==> src/rtl/z88_vga.sv <==
// z88_vga: 640x480 VGA timing plus upscaled Z88 LCD window fetched from VRAM.
// Optional VGA_SCANLINE_EN halves the colour on odd VGA lines inside the window.
module z88_vga (
  input  logic        clk,
  input  logic        rst,
  input  logic        pix_ena,
  input  logic [2:0]  vram_data,
  output logic [14:0] vram_addr,
  output logic        new_fr_tgl,
  output logic        vga_hs,
  output logic        vga_vs,
  output logic        vga_de,
  output logic [3:0]  vga_r,
  output logic [3:0]  vga_g,
  output logic [3:0]  vga_b
);
  logic [9:0]  h_q, h_d, v_q, v_d, hd_q, hd_d, vd_q, vd_d;
  logic        vld_q, vld_d, tgl_q, tgl_d, hs_q, hs_d, vs_q, vs_d, de_q, de_d;
  logic [2:0]  dat_q, dat_d, px;
  logic [11:0] rgb_q, rgb_d, base, col;
  logic        win, bit_on;
  assign vram_addr  = {h_q[9:1], 6'((v_q - 10'd112) >> 2) + 6'd16};
  assign new_fr_tgl = tgl_q;
  assign vga_hs     = hs_q;
  assign vga_vs     = vs_q;
  assign vga_de     = de_q;
  assign {vga_r, vga_g, vga_b} = rgb_q;
  always_comb begin
    win    = vld_q && hd_q < 10'd640 && vd_q >= 10'd112 && vd_q <= 10'd367;
    px     = hd_q[0] ? dat_q : vram_data;
    bit_on = hd_q[0] ? px[0] : px[1];
    base   = bit_on ? (px[2] ? 12'h666 : 12'h222) : 12'hAC8;
`ifdef VGA_SCANLINE_EN
    col    = vd_q[0] ? {1'b0, base[11:9], 1'b0, base[7:5], 1'b0, base[3:1]} : base;
`else
    col    = base;
`endif
    h_d    = h_q;
    v_d    = v_q;
    hd_d   = hd_q;
    vd_d   = vd_q;
    vld_d  = vld_q;
    dat_d  = dat_q;
    tgl_d  = tgl_q;
    hs_d   = hs_q;
    vs_d   = vs_q;
    de_d   = de_q;
    rgb_d  = rgb_q;
    if (pix_ena) begin
      h_d   = h_q == 10'd799 ? 10'd0 : h_q + 10'd1;
      v_d   = h_q != 10'd799 ? v_q : (v_q == 10'd524 ? 10'd0 : v_q + 10'd1);
      hd_d  = h_q;
      vd_d  = v_q;
      vld_d = 1'b1;
      dat_d = h_q[0] ? vram_data : dat_q;
      tgl_d = tgl_q ^ (h_q == 10'd0 && v_q == 10'd480);
      hs_d  = !(hd_q >= 10'd656 && hd_q <= 10'd751);
      vs_d  = !(vd_q == 10'd490 || vd_q == 10'd491);
      de_d  = vld_q && hd_q < 10'd640 && vd_q < 10'd480;
      rgb_d = win ? col : 12'h000;
    end
  end
  always_ff @(posedge clk) begin
    if (rst) begin
      h_q   <= '0;
      v_q   <= '0;
      hd_q  <= '0;
      vd_q  <= '0;
      vld_q <= 1'b0;
      dat_q <= '0;
      tgl_q <= 1'b0;
      hs_q  <= 1'b1;
      vs_q  <= 1'b1;
      de_q  <= 1'b0;
      rgb_q <= '0;
    end else begin
      h_q   <= h_d;
      v_q   <= v_d;
      hd_q  <= hd_d;
      vd_q  <= vd_d;
      vld_q <= vld_d;
      dat_q <= dat_d;
      tgl_q <= tgl_d;
      hs_q  <= hs_d;
      vs_q  <= vs_d;
      de_q  <= de_d;
      rgb_q <= rgb_d;
    end
  end
endmodule

==> config.mk <==
export PLATFORM = sky130hd
export DESIGN_NAME = z88_vga
export DESIGN_NICKNAME = d
export VERILOG_FILES = /design/src/rtl/z88_vga.sv
export SDC_FILE = /design/constraint.sdc
export NUM_CORES = 1
export LEC_CHECK = 0
export ABC_AREA = 1
export CAP_MARGIN = 5
export CORE_MARGIN = 2
export CORE_UTILIZATION = 55
export DETAILED_ROUTE_END_ITERATION = 10
export PLACE_DENSITY = 0.87
export SLEW_MARGIN = 10
export SYNTH_ARGS = -nofsm -noshare
export SYNTH_HDL_FRONTEND = slang
export SYNTH_SLANG_ARGS = --single-unit
==> constraint.sdc <==
create_clock -name clk -period 3.7 [get_ports clk]
set_input_delay 0.74 -clock clk [delete_from_list [all_inputs] [get_ports clk]]
set_output_delay 0.74 -clock clk [all_outputs]
set_load 0.02 [all_outputs]
### Yosys cells after proc, flatten, opt, wreduce, memory -nomap -nowiden

Cells that the tools add are included.

| cells by class | value |
|---|---|
| reductions and logical operators | 12 |
| add/sub/neg operators | 4 |
| equal/unequal tests | 6 |
| bitwise operators | 2 |
| multiplexer cells | 7 |
| magnitude comparators | 6 |

Operators by type and width:

| cell | number |
|---|---|
| $eq 10x9->1 const B | 3 |
| $mux 12 | 2 |
| $add 10x1->10 const B | 2 |
| $eq 10x10->1 const B | 2 |
| $mux 10 | 2 |
| $mux 11 | 1 |
| $ge 10x10->1 const B | 1 |
| $ge 10x7->1 const B | 1 |
| $le 10x10->1 const B | 1 |
| $le 10x9->1 const B | 1 |
| $logic_not 10->1 | 1 |
| $lt 10x10->1 const B | 1 |
| $lt 10x9->1 const B | 1 |
| $ne 10x10->1 const B | 1 |
| $sub 8x7->8 const B | 1 |
| $add 6x5->6 const B | 1 |
| $logic_and 1x1->1 | 6 |
| $reduce_and 2->1 | 2 |
| $mux 3 | 1 |
| $logic_not 1->1 | 2 |
| $logic_or 1x1->1 | 1 |
| $mux 1 | 1 |
| $not 1->1 | 1 |
| $xor 1x1->1 | 1 |

| word-level totals | value |
|---|---|
| flip-flop bits (word level) | 60 |
| input bits | 6 |

### Logic depth before layout (Yosys ltp)

| logic depth | value |
|---|---|
| depth in word-level cells | 5 |
| mapped depth | 10 |

### Worst setup path after synthesis

OpenSTA, ideal clock, no wires.

| timing | value |
|---|---|
| path kind | reg2out |
| start | register v_q[4] |
| end | output port vram_addr[5] |
| setup slack | 1.421 ns |
| stages on the path, launching flop included | 5 |
| arrival time | 1.539 ns |
| path through | dfxtp_1 > ha_1 > xnor2_1 > o21ai_0 > xor2_1 |

| on the way | value |
|---|---|
| longest elaborated chain between the ends | 2 |

Ends and longest elaborated chain:

| item | line | RTL |
|---|---|---|
| start: declaration | 17 | `logic [9:0] h_q, h_d, v_q, v_d, hd_q, hd_d, vd_q, vd_d;` |
| start signal: assignment | 78 | `v_q <= v_d;` |
| $sub 8x7->8 | 22 | `assign vram_addr = {h_q[9:1], 6'((v_q - 10'd112) >> 2) + 6'd16};` |
| $add 6x5->6 | 22 |  |
| end: declaration | 8 | `output logic [14:0] vram_addr,` |

No other way between the ends.

### Final worst setup path

| timing | value |
|---|---|
| start | register v_q[5] |
| end | output port vram_addr[5] |

The elaborated chain is that of the path after synthesis.

==> impl_metrics.toml <==
[cells_and_area]
stdcell_count = 410
multi_input_area_um2 = 1180
fin_util = 0.643
fin_nets = 371
antennaDiodeCount = 0
fillCellCount = 389
synthToLayoutAreaGrowth_pct = 13.0
drive_above_1_share = 0.0726
final_area_um2 = 2780
ff_latch_area_um2 = 961

[synth]
synth_top_area_frac = 0.391
synth.area.top_cells = "dfxtp_1 39%, nand2_1 9.2%, a21oi_1 7.7%"
synth_cell_types = 30
synth_seq_cells = 48
yosys_warnings = 0
synth_flop_cell = "dfxtp_1"
synthCells = 342
netlist_top_cells_count = "60 x nand2_1, 48 x dfxtp_1, 38 x a21oi_1, 35 x inv_1, 33 x nor2_1"
yosysSeqAreaShare = 0.391
yosys.area.top_type = "dfxtp_1"
synth_edf_count = 0
syn_area_per_cell_um2 = 7.19
syn_area_um2 = 2460
yosys.cell_count.top_type = "nand2_1"
async_flop_share = 0

[timing]
max_freq_mhz = 353
setup_viol = 0
maxSlewViolCount = 0
finalHoldViolCount = 0
slew_headroom = 0.595
tightest_slew_ns = 0.606
timing.hold.ws_ns = 0.462
fin_crit_sh = 0.766
skew_ns = 0.00964
fin_setup_tns_ns = 0
rsz0062_at_grt = "false"
setup_slack_ns = 0.864
fin_crit_ns = 2.84

[die]
die_h_um = 70.9
rows = 24
core_area_um2 = 4320
fp.dieW_um = 70.9
die_area_um2 = 5020
initial_core_util = 0.569
io_pins = 37

[pwr]
combPwrFrac = 0.089
total_leakage_power_nw = 1.06
p_switching_mw = 0.230
power_frac_clock = 0.322
internal_power_mw = 0.691
irDropWorstVdd_mv = 0.179
p_seq_frac = 0.589
power_density_nw_per_um2 = 332
finalPower_mw = 0.921
switching_share = 0.250

[detailed_routing]
drt_first_pass_iters = 4
routed_wl_um = 5490
drt-initial-drc-count = 137
wl_per_cell_um = 13.4
vias_per_cell = 5.46
drc = 0
ant_nets = 0
via_count = 2238

[global_route]
grt_pass1_wl_um = 9050
met2_usage = 0.395
grt_pass1_vias = 2006
use_met3 = 0.0299
grt-busiest-layer = "met2"
overflow = 0
grtUsageTotal = 0.226
antenna_found_initial = 0
grt_start_max_net_pins = 23
met1_usage = 0.281

[cts]
cts_tree = "built"
clock_path_buffers = 2
postCtsHoldBufs = 0
cts-buffers-inserted = 5
clk_pin_slew_worst_paths_ns = 0.08
postCtsSetupRepairBufs = 0
h-tree-depth = 2
clock-root-buffer = "clkbuf_8"
clk_latency_ns = 0.30
postCtsResizedCells = 0
cts_sinks = 48

[place]
hpwl_um = 3970
placed_area_um2 = 2700
dp.cells = 403
gp_congestion = 0.906
io_buffers = 33
dp_slack_ns = 1.15

[run_status]
status = "finished clean"

[critical_path]
endpoint_kind = "output pin"
crit_arrival_ns = 2.10
required_ns = 2.96
critPathLaunchType = "flip-flop"
crit_type = "flip-flop to output pin"
path_max_fanout = 5

[min_path]
hold_class = "flip-flop to flip-flop"

[flow_run]
max_cap_violations = 0
## cell families (layout without fill, tap and decap cells)
| logic type | Yosys count | in the layout | share of synthesized area |
|---|---|---|---|
| other | 1 | 3 | 0.00153 |
| XOR/XNOR | 7 | 7 | 0.0249 |
| AO/OA/AOI/OAI | 67 | 67 | 0.141 |
| buffers and inverters | 67 | 81 | 0.133 |
| AND/OR/NAND/NOR | 145 | 145 | 0.273 |
| adder cells (fa/ha/maj) | 7 | 7 | 0.0356 |
| flip-flops | 48 | 48 | 0.391 |
## final timing paths
kind | start | end | slack [ns] | cells after the start
setup / recovery | v_q[5] | vram_addr[5] | 0.86 | 5
hold / removal | vd_q[2] | vd_q[2] | 0.46 | 2
setup reg to reg | h_q[1] | v_q[9] | 1.98 | 10
hold reg to reg | vd_q[2] | vd_q[2] | 0.46 | 2
## state kept, by name (all words and copies together), names as in the netlist
name and count:
vga_de 1, vga_hs 1, vld_q 1, h_q 10, dat_q 2, v_q 10
rgb_q 5, vd_q 9, vga_vs 1, hd_q 7, new_fr_tgl 1
## power groups by stage
stage / clock network [mW] / registers [mW] / logic (mW)
6_report: 0.297 / 0.542 / 0.0818
5_1_grt: 0.315 / 0.545 / 0.0919
4_1_cts: 0.300 / 0.542 / 0.0819
3_5_place_dp: 0 / 0.554 / 0.0812
3_3_place_gp: 0 / 0.554 / 0.0784
2_1_floorplan: 0 / 0.555 / 0.0568
## cell usage in the layout, fill, tap and decap left out
cell type and instances:
o21ai_1 3, nor3_1 8, nor2_1 33, xnor2_1 2, o211ai_1 1, clkbuf_1 1, clkinv_2 2, nand2_4 2
clkdlybuf4s50_1 33, nor3_2 2, nand3_2 1, nand3b_1 1, nor3b_1 2, dfxtp_1 48, nor2_4 2, clkbuf_8 5
nand2_2 3, a21oi_1 38, inv_1 35, nand2_1 60, inv_2 2, xor2_1 5, nand4_1 7, nand3_1 22
ha_1 7, nor2_2 2, buf_4 3, o21ai_0 22, conb_1 3, a21oi_2 2, a31oi_1 1
## worst max-delay path, cell delays in order, from the launching register on
cell,delay [ns]
dfxtp_1,0.40
ha_1,0.28
xnor2_1,0.10
o21ai_0,0.21
xor2_1,0.18
clkdlybuf4s50_1,0.62
## cell type report
type / count / area share
multi-input cells: 229 / 0.424
flip-flops and latches: 48 / 0.346
repair buffers: 36 / 0.127
inverters: 38 / 0.0518
clock buffers: 6 / 0.0261
well taps: 52 / 0.0234
clock inverters: 1 / 0.00180
## per-layer routing
metal,routed length (µm),up-vias
met3,258,9
li1,-,1125
met5,0,-
met1,2350,1041
met2,2800,63
met4,82,0
No activity file was read; power rests on OpenSTA's default activity.
==> RTL change, RTL diff (same flow settings) <==
Build with the macro `VGA_SCANLINE_EN` defined.
--- a/src/rtl/z88_vga.sv
+++ b/src/rtl/z88_vga.sv
@@ -1,5 +1,7 @@
 // z88_vga: 640x480 VGA timing plus upscaled Z88 LCD window fetched from VRAM.
 // Optional VGA_SCANLINE_EN halves the colour on odd VGA lines inside the window.
+`define VGA_SCANLINE_EN
+
 module z88_vga (
   input  logic        clk,
   input  logic        rst,
Formal check against the unedited RTL: same outputs for any inputs over 10 cycles, from zero or initial values and one cycle with rst high; that may be too few to reach the edited logic, so the function may still have changed.
==> RTL change against the original RTL <==
- core utilization rose by 0.80 points
- die area rose by 7.8%
- area after synthesis rose by 8.3%
- sequential cell count rose by 4
- power rose by 17%
- cell area rose by 9.9%
- setup slack got worse by 58 ps
- wire length rose by 3.8%
- sequential power rose by 8.3%
==> RTL change: results (changes against the original RTL) <==
status=complete, no violations (unchanged); RePlAce Congestion=0.8722 (was 0.9063); synth unique cells=33 (was 30); dominant cells by area after synthesis=dfxtp_1 (39%), nand2_1 (9.4%), a21oi_1 (7.7%) (was dfxtp_1 (39%), nand2_1 (9.2%), a21oi_1 (7.7%)); Reg2Reg Setup Slack=2090 ps (was 1980 ps); final std cells w/o fill=452 (was 410); Routed WL=5699 um (was 5490 um); initial antenna violation count=0 (unchanged); Inserted Diodes=0 (unchanged); synth cell count leaders=nand2_1 (67), dfxtp_1 (52), inv_1 (47) (was nand2_1 (60), dfxtp_1 (48), a21oi_1 (38)); worst slack at placement=1100 ps (was 1150 ps); post-synthesis xor/xnor area fraction=1.645% (was 2.494%); share of post-route cells with drive strength above 1=5.528% (was 7.263%); hold path endpoint=vld_q (was vd_q[2]); dpl hpwl=4094 um (was 3968 um); Post-DP Area=2942 um^2 (was 2701 um^2); met1 WL=2585 um (was 2346 um); Setup Buffers After CTS=0 (unchanged); HP Start=vld_q (was vd_q[2]); Worst Tran Pin Value=605.1 ps (was 606.3 ps); met2 wire len=2760 um (was 2802 um); CTS Root Cell=clkbuf_8 (unchanged); H-tree depth=2 (unchanged); Iter 0 DRT Violations=149 (was 137); vias in the first global route=2250 (was 2006); Seq/Total Area, Yosys=39.10% (was 39.08%); largest net degree at the start of global routing=51 (was 23); worst skew pair latency=310 ps; Synth Area in Adders=3.289% (was 3.562%); Clock Skew=7.111 ps (was 9.640 ps); first-pass GRT wire length=9804 um (was 9045 um); fin nets=410 (was 371); CP arrival=2150 ps (was 2100 ps); Worst VDD drop=0.2147 mV (was 0.1793 mV); grt met1 use=29.60% (was 28.10%); grt met2 use=38.59% (was 39.46%); met3 usage=3.704% (was 2.991%); GRT Util Overall=22.94% (was 22.64%); wire length on met3=264 um (was 258 um); CTS clk-pin slew, worst paths=100 ps (was 80 ps); Lkg Pwr=1.284 nW (was 1.060 nW); Final Hold Slack=463.1 ps (was 462.1 ps); Crit Path Max Fanout=6 (was 5); compound-cell area share of the yosys netlist=14.47% (was 14.10%); syn avg cell area=7.025 um^2 (was 7.189 um^2); IO Port Bufs=36 (was 33); Post-Place Cells=444 (was 403); Vias/cell=5.272 (was 5.459); biggest regs=h_q: 10 flops, v_q: 10 flops, vd_q: 10 flops (was h_q: 10 flops, v_q: 10 flops, vd_q: 9 flops); worst r2r src=h_q[1] (unchanged)
## RTL change: cell count changes in the layout (fill, tap and decap cells not counted), sizes merged, moves of 3 or more
cell / before / now
conb: 3 / 0
dfxtp: 48 / 52
nand2: 65 / 71
clkdlybuf4s50: 33 / 36
nor3: 10 / 4
nor2: 37 / 44
nand4: 7 / 12
nand3: 23 / 28
inv: 37 / 50
## RTL change: worst max path at each step
stage,startpoint,endpoint
floorplan,v_q[5],vram_addr[5]
global placement,rst,v_q[9]
detailed placement,rst,v_q[5]
CTS,v_q[5],vram_addr[5]
global route,v_q[5],vram_addr[5]
finish,v_q[5],vram_addr[5]
## RTL change: where the power goes
part | total [mW] | switching [mW] | internal, mW
Clock | 0.401 | 0.196 | 0.205
Combinational | 0.0911 | 0.0561 | 0.0350
Sequential | 0.587 | 0.0119 | 0.576
## RTL change: kinds of logic (layout without fill, tap and decap cells)
| family | after synthesis | in the layout |
|---|---|---|
| flip-flops | 52 | 52 |
| AND/OR/NAND/NOR | 165 | 165 |
| adder cells (fa/ha/maj) | 7 | 7 |
| XOR/XNOR | 5 | 5 |
| buffers and inverters | 77 | 96 |
| AO/OA/AOI/OAI | 73 | 73 |
## RTL change: cell type report
| class | count | area, um^2 |
|---|---|---|
| clock buffers | 6 | 72.57 |
| multi-input cells | 250 | 1270 |
| repair buffers | 38 | 375.4 |
| fillers | 404 | 1639 |
| flip-flops and latches | 52 | 1041 |
| inverters | 50 | 187.7 |
| clock inverters | 2 | 38.79 |
| well taps | 54 | 67.56 |
## RTL change: critical path, delay by kind of cell (launching register included)
family                     cells  cell delay, ps
buffers and inverters          1             610
DFF                            1             450
adders and majority gates      1             320
xor gates and xnor gates       2             260
AOI/OAI and AO/OA              1             200
